File: config.mk
export PLATFORM = sky130hd
export DESIGN_NAME = viterbi_traceback_flat
export DESIGN_NICKNAME = d
export VERILOG_FILES = /design/src/rtl/viterbi_traceback_pkg.sv /design/src/rtl/viterbi_traceback_if.sv /design/src/rtl/viterbi_traceback_lifo.sv /design/src/rtl/viterbi_traceback.sv /design/src/flat_wrapper.sv
export SDC_FILE = /design/constraint.sdc
export NUM_CORES = 2
export LEC_CHECK = 0
export BUFFER_PORTS_ARGS = -buffer_cell sky130_fd_sc_hd__buf_2
export CAP_MARGIN = 30
export CORE_AREA = 2 2 571 573
export DETAILED_ROUTE_END_ITERATION = 10
export DIE_AREA = 0 0 573 575
export PLACE_DENSITY = 0.49
export SYNTH_ARGS = -nofsm -noshare
export SYNTH_HDL_FRONTEND = slang
export SYNTH_SLANG_ARGS = --single-unit
File: constraint.sdc
create_clock -name clk -period 14.65 [get_ports clk]
set_input_delay 2.1975 -clock clk [delete_from_list [all_inputs] [get_ports clk]]
set_output_delay 2.1975 -clock clk [all_outputs]
set_load 0.02 [all_outputs]
File: src/rtl/viterbi_traceback_pkg.sv
// viterbi_pkg: shared defaults, FSM encoding and trellis predecessor helper for viterbi_traceback.
package viterbi_pkg;
   localparam int K_DEF = 7;
   localparam int DEPTH_DEF = 32;
   localparam logic [1:0] FILL = 2'd0, TRACE = 2'd1, EMIT = 2'd2;
   // Predecessor of state on a survivor path: shift the decision bit in at the LSB, keep sw bits.
   function automatic logic [31:0] predecessor(input logic [31:0] state, input logic d, input int sw);
      return ((state << 1) | {31'd0, d}) & ((32'd1 << sw) - 32'd1);
   endfunction
endpackage

File: src/rtl/viterbi_traceback_if.sv
// viterbi_traceback_if: decision-write, traceback-command and decoded-bit stream signals.
interface viterbi_traceback_if
   import viterbi_pkg::*;
#(
   parameter int K = K_DEF
);
   localparam int NS = 1 << (K - 1);
   logic [NS-1:0] decisions;
   logic we, inReady, tbStart;
   logic [K-2:0] startState;
   logic bitOut, bitValid, outReady, done, overflow;
   modport master (
      output decisions, we, tbStart, startState, outReady,
      input inReady, bitOut, bitValid, done, overflow
   );
   modport slave (
      input decisions, we, tbStart, startState, outReady,
      output inReady, bitOut, bitValid, done, overflow
   );
endinterface

File: src/rtl/viterbi_traceback_lifo.sv
// tb_lifo: DEPTH x 1-bit stack that restores chronological bit order; compiled only with TB_REORDER_EN.
`ifdef TB_REORDER_EN
module tb_lifo #(
   parameter int DEPTH = 32
) (
   input logic clk,
   input logic memRst,
   input logic push,
   input logic pop,
   input logic din,
   output logic dout,
   output logic empty,
   output logic [$clog2(DEPTH):0] level
);
   localparam int AW = $clog2(DEPTH);
   logic [DEPTH-1:0] stack;
   logic [AW-1:0] top;
   assign top = level[AW-1:0] - AW'(1);
   assign dout = stack[top];
   assign empty = level == '0;
   always_ff @(posedge clk) begin
      if (!memRst) begin
         level <= '0;
      end else if (push) begin
         stack[level[AW-1:0]] <= din;
         level <= level + (AW+1)'(1);
      end else if (pop) begin
         level <= level - (AW+1)'(1);
      end
   end
endmodule
`endif

File: src/rtl/viterbi_traceback.sv
// viterbi_traceback: survivor-decision buffer with on-demand traceback to a valid/ready bit stream.
// Define TB_REORDER_EN to emit bits in chronological order through a LIFO and an EMIT state.
module viterbi_traceback
   import viterbi_pkg::*;
#(
   parameter int K = K_DEF,
   parameter int DEPTH = DEPTH_DEF
) (
   input logic clk,
   input logic memRst,
   viterbi_traceback_if.slave bus
);
   localparam int SW = K - 1;
   localparam int NS = 1 << SW;
   localparam int AW = $clog2(DEPTH);
   logic [1:0] st;
   logic [AW:0] count, n, cnt_nxt;
   logic [AW-1:0] ptr;
   logic [SW-1:0] cur, cur_nxt;
   logic [NS-1:0] mem [DEPTH];
   logic accept, step, last, finish, done_r, ovf;
   // DEPTH is a power of two, so the top count bit alone marks a full buffer.
   assign bus.inReady = st == FILL && !count[AW];
   assign accept = bus.we && bus.inReady;
   assign cnt_nxt = count + (AW+1)'(accept);
   assign cur_nxt = SW'(predecessor(32'(cur), mem[ptr][cur], SW));
   assign last = n == (AW+1)'(1);
   assign bus.done = done_r;
   assign bus.overflow = ovf;
`ifdef TB_REORDER_EN
   logic lifo_out, lifo_empty, pop;
   logic [AW:0] level;
   assign step = st == TRACE;
   assign pop = st == EMIT && bus.outReady && !lifo_empty;
   assign finish = pop && level == (AW+1)'(1);
   assign bus.bitValid = st == EMIT && !lifo_empty;
   assign bus.bitOut = bus.bitValid && lifo_out;
   tb_lifo #(.DEPTH(DEPTH)) u_lifo (
      .clk, .memRst, .push(step), .pop, .din(cur[SW-1]),
      .dout(lifo_out), .empty(lifo_empty), .level
   );
`else
   assign step = st == TRACE && bus.outReady;
   assign finish = step && last;
   assign bus.bitValid = st == TRACE;
   assign bus.bitOut = bus.bitValid && cur[SW-1];
`endif
   always_ff @(posedge clk) begin
      if (memRst && accept) mem[count[AW-1:0]] <= bus.decisions;
   end
   always_ff @(posedge clk) begin
      if (!memRst) begin
         st <= FILL;
         count <= '0;
         ovf <= 1'b0;
         done_r <= 1'b0;
      end else begin
         done_r <= finish;
         if (finish) begin
            st <= FILL;
            count <= '0;
            ovf <= 1'b0;
         end else if (st == FILL) begin
            count <= cnt_nxt;
            if (bus.we && !bus.inReady) ovf <= 1'b1;
            if (bus.tbStart && cnt_nxt != '0) begin
               cur <= bus.startState;
               ptr <= AW'(cnt_nxt - (AW+1)'(1));
               n <= cnt_nxt;
               st <= TRACE;
            end
         end
         if (step) begin
            cur <= cur_nxt;
            ptr <= ptr - AW'(1);
            n <= n - (AW+1)'(1);
`ifdef TB_REORDER_EN
            if (last) st <= EMIT;
`endif
         end
      end
   end
endmodule

File: src/flat_wrapper.sv
// flat-port wrapper written by rule: the top's interface ports become plain ports
module viterbi_traceback_flat import viterbi_pkg::*;
#(
   parameter int K = K_DEF,
   parameter int DEPTH = DEPTH_DEF
)
  (clk, memRst, bus_decisions, bus_we, bus_tbStart, bus_startState, bus_outReady, bus_inReady, bus_bitOut, bus_bitValid, bus_done, bus_overflow);
  viterbi_traceback_if #(.K(K)) bus_i ();
  input logic clk;
  input logic memRst;
  input wire logic [$bits(bus_i.decisions)-1:0] bus_decisions;
  input wire logic [$bits(bus_i.we)-1:0] bus_we;
  input wire logic [$bits(bus_i.tbStart)-1:0] bus_tbStart;
  input wire logic [$bits(bus_i.startState)-1:0] bus_startState;
  input wire logic [$bits(bus_i.outReady)-1:0] bus_outReady;
  output wire logic [$bits(bus_i.inReady)-1:0] bus_inReady;
  output wire logic [$bits(bus_i.bitOut)-1:0] bus_bitOut;
  output wire logic [$bits(bus_i.bitValid)-1:0] bus_bitValid;
  output wire logic [$bits(bus_i.done)-1:0] bus_done;
  output wire logic [$bits(bus_i.overflow)-1:0] bus_overflow;
  assign bus_i.decisions = bus_decisions;
  assign bus_i.we = bus_we;
  assign bus_i.tbStart = bus_tbStart;
  assign bus_i.startState = bus_startState;
  assign bus_i.outReady = bus_outReady;
  assign bus_inReady = bus_i.inReady;
  assign bus_bitOut = bus_i.bitOut;
  assign bus_bitValid = bus_i.bitValid;
  assign bus_done = bus_i.done;
  assign bus_overflow = bus_i.overflow;
  viterbi_traceback #(.K(K), .DEPTH(DEPTH)) u_core (.clk(clk), .memRst(memRst), .bus(bus_i));
endmodule
==> results.json <==
{
  "worst_pin_slew_ps": 1054,
  "synthArstFlopShare": 0,
  "criticalPathCategory": "reg2reg",
  "ant_nets": 0,
  "grt_pass1_vias": 40950,
  "p_int_mw": 10.90,
  "drive_gt1_frac": 0.2575,
  "synth.avg_cell_area_um2": 21.93,
  "clock-sinks": 2079,
  "path_clk_slew_ps": 60,
  "clock.fmax_mhz": 167.7,
  "min_period_over_period": 0.4071,
  "p_leak_nw": 28.62,
  "reg2reg_slack_ps": 8690,
  "maxCapViolCount": 0,
  "seqPwrFrac": 0.430,
  "synth_edf_count": 2065,
  "areaGrowthSynthToFinish_pct": 16.11,
  "ctsResizeCount": 0,
  "ys.warnings.count": 0,
  "syn_nets": 3751,
  "crit_path_end_kind": "flop",
  "hold_viol_final": 0,
  "worstHoldPathType": "reg2reg",
  "design_area_mm2": 0.09348,
  "start_util": 0.2491,
  "routed_wl_um": 249900,
  "die_h_um": 575,
  "coreArea_mm2": 0.3232,
  "cts.hold.buffers_added": 0,
  "portBuffers": 79,
  "finalMaxSlewViolations": 0,
  "p_sw_mw": 4.592,
  "whs_ps": 509.9,
  "nets": 3997,
  "syn_area_mm2": 0.08051,
  "num_vias": 40380,
  "cts.path.max_buffers": 3,
  "synth_top_cell_area_share": 0.7702,
  "setup_tns_ps": 0,
  "die_w_um": 573,
  "powerDensity_mw_per_mm2": 165.7,
  "row_count": 209,
  "worstRegToRegCells": 13,
  "cts_setup_buffers": 0,
  "hold_depth": 1,
  "arrival_ps": 6540,
  "path_delay_family": "buffers and inverters",
  "slowest_delay_ps": 690,
  "grt_remaining_overflow": 0,
  "clockPowerShare": 0.343,
  "post_dp_cell_area_mm2": 0.08663,
  "ir_worst_vdd_v": 0.0001172,
  "critPathBufInv": 5,
  "grt_max_degree": 100,
  "die_area_mm2": 0.3295,
  "final-setup-viol-count": 0,
  "drt_iter0_drc": 4639,
  "vias_per_cell": 4.790,
  "root_buffer": "clkbuf_16",
  "insertion_delay_ps": 850,
  "worst_r2r_endpoint": "u_core.cur[0]",
  "io_pins": 80,
  "synth_top_cell_by_area": "edfxtp_1",
  "critPathRequiredTime_ps": 15230,
  "grt_pass1_wl_um": 344900,
  "ys_seq_area_frac": 0.7737,
  "switching_share": 0.2965,
  "rsz0062_at_grt": "no",
  "ys.flop_type": "edfxtp_1",
  "grt_usage": 0.1486,
  "ys_ff_latch": 2079,
  "crit_slowest_cell": "buf_4",
  "h-tree-depth": 4,
  "finClkSkew_ps": 54.12,
  "dpl.hpwl_um": 144800,
  "combPwrFrac": 0.227,
  "synthTopCellsByArea": "edfxtp_1, mux4_2, mux2i_1",
  "crit_top_cell": "buf_4",
  "synth.distinct_cells": 74,
  "wl_per_cell_um": 29.65,
  "drt-pass1-iter-count": 7,
  "synthTopCellsByCount": "edfxtp_1, mux4_2, mux2i_1",
  "worstHoldStart": "u_core.ptr[4]",
  "finalCriticalPeriod_ps": 5964,
  "crit_fanout": 85,
  "antenna_found_initial": 49,
  "slew_headroom": 0.2947,
  "synth_most_common_cell": "edfxtp_1",
  "status": "complete, no violations",
  "cts_buffers": 211,
  "post-route-drc-count": 0,
  "gp_congestion": 0.7870,
  "crit_chain": "buf_4 > buf_12 > buf_4 > buf_4 > buf_4 > mux4_2 > a32o_1 > a311o_1 > nor4_1 > a21oi_1 > nor3b_1 > o41a_1 > o22ai_1",
  "synth_cells": 3671,
  "n_fill_cell": 31700,
  "cts_tree": "built",
  "cp-start-kind": "flop"
}
==> metal layers <==
metal,share of wire,GRT usage
met3,0.062,0.02491
met5,0.00047,0
met4,0.025,0.03935
met1,0.42,0.2013
met2,0.49,0.2465
==> power by group through the flow <==
stage,Clock [mW],Combinational [mW],Sequential (mW)
3_3_place_gp,0,3.56,6.79
5_1_grt,5.65,3.68,6.66
4_1_cts,5.42,3.57,6.66
6_report,5.32,3.51,6.66
2_1_floorplan,0,2.26,6.74
3_5_place_dp,0,3.56,6.79
==> state kept, by name, summed over array words and instances (netlist names), named ones only <==
register and cells:
u_core.bus.overflow 1, u_core.bus.done 1, u_core.n 6, u_core.ptr 5
u_core.count 6, u_core.cur 6, u_core.st 1, u_core.mem 2048
==> final cells by class <==
class,instances,area (µm²),share of cell area
clock buffers,253,5459,0.05840
flip-flops and latches,2079,62310,0.6665
diodes,9,22.52,0.0002409
well taps,4325,5411,0.05789
clock inverters,140,1309,0.01400
inverters,12,46.29,0.0004952
repair buffers,238,1893,0.02025
multi-input cells,1375,17030,0.1822
==> through the flow <==
stage | cells | setup slack (ps) | utilization | power [mW]
3_3_place_gp | 8008 | 8089 | 0.2669 | 10.35
6_report | 8431 | 8686 | 0.2892 | 15.49
5_1_grt | 8425 | 8537 | 0.2892 | 15.99
2_1_floorplan | 3671 | 8393 | - | 8.997
3_5_place_dp | 8026 | 8673 | 0.2680 | 10.35
4_1_cts | 8419 | 8696 | 0.2890 | 15.65
==> how the worst max path moves through the flow <==
| stage | from | cells past startpoint | endpoint | slack, ps |
|---|---|---|---|---|
| 3_3_place_gp | flop | 11 | u_core.cur[0] | 8090 |
| 2_1_floorplan | bus_we | 5 | u_core.mem[12][0] | 8390 |
| 5_1_grt | flop | 13 | u_core.cur[0] | 8540 |
| 4_1_cts | flop | 13 | u_core.cur[0] | 8700 |
| 3_5_place_dp | bus_we | 8 | u_core.mem[17][48] | 8670 |
| 6_report | flop | 13 | u_core.cur[0] | 8690 |
==> logic make-up (layout without fill, tap and decap cells) <==
family,count (synthesis),after routing,synth area share
DFF,2079,2079,0.7737
xor gates and xnor gates,15,15,0.001632
other,0,9,0
and+or+nand+nor,375,375,0.02218
buffers and inverters,217,643,0.01803
AOI/OAI and AO/OA,341,341,0.03034
muxes,639,639,0.1534
adders and majority gates,5,5,0.0007770
==> worst reg2reg max path, stage by stage, from the launching register on <==
cell	delay, ps
dfxtp_4	360
buf_4	620
buf_12	510
buf_4	860
buf_4	570
buf_4	650
mux4_2	430
a32o_1	260
a311o_1	320
nor4_1	330
a21oi_1	140
nor3b_1	250
o41a_1	290
o22ai_1	100
==> cell usage in the layout (no fill, tap or decap), types with 14 or more instances in the layout <==
master and n:
mux2i_1 158, clkinv_1 61, edfxtp_1 2065, o221ai_1 35, nor2_4 32, a21oi_1 54, nand4_1 22, clkinv_2 30
clkbuf_1 41, a311oi_1 17, nand2_1 129, clkinvlp_4 15, clkbuf_16 212, buf_4 134, mux4_2 455, o22ai_1 40
mux4_1 15, a22oi_1 48, nor2b_1 15, o21ai_0 32, nor2_1 46, nand3_1 23, and2_1 14, a211oi_1 15
bufinv_16 18, buf_2 83, nor3_1 26
Power figures use the tool's default switching activity.
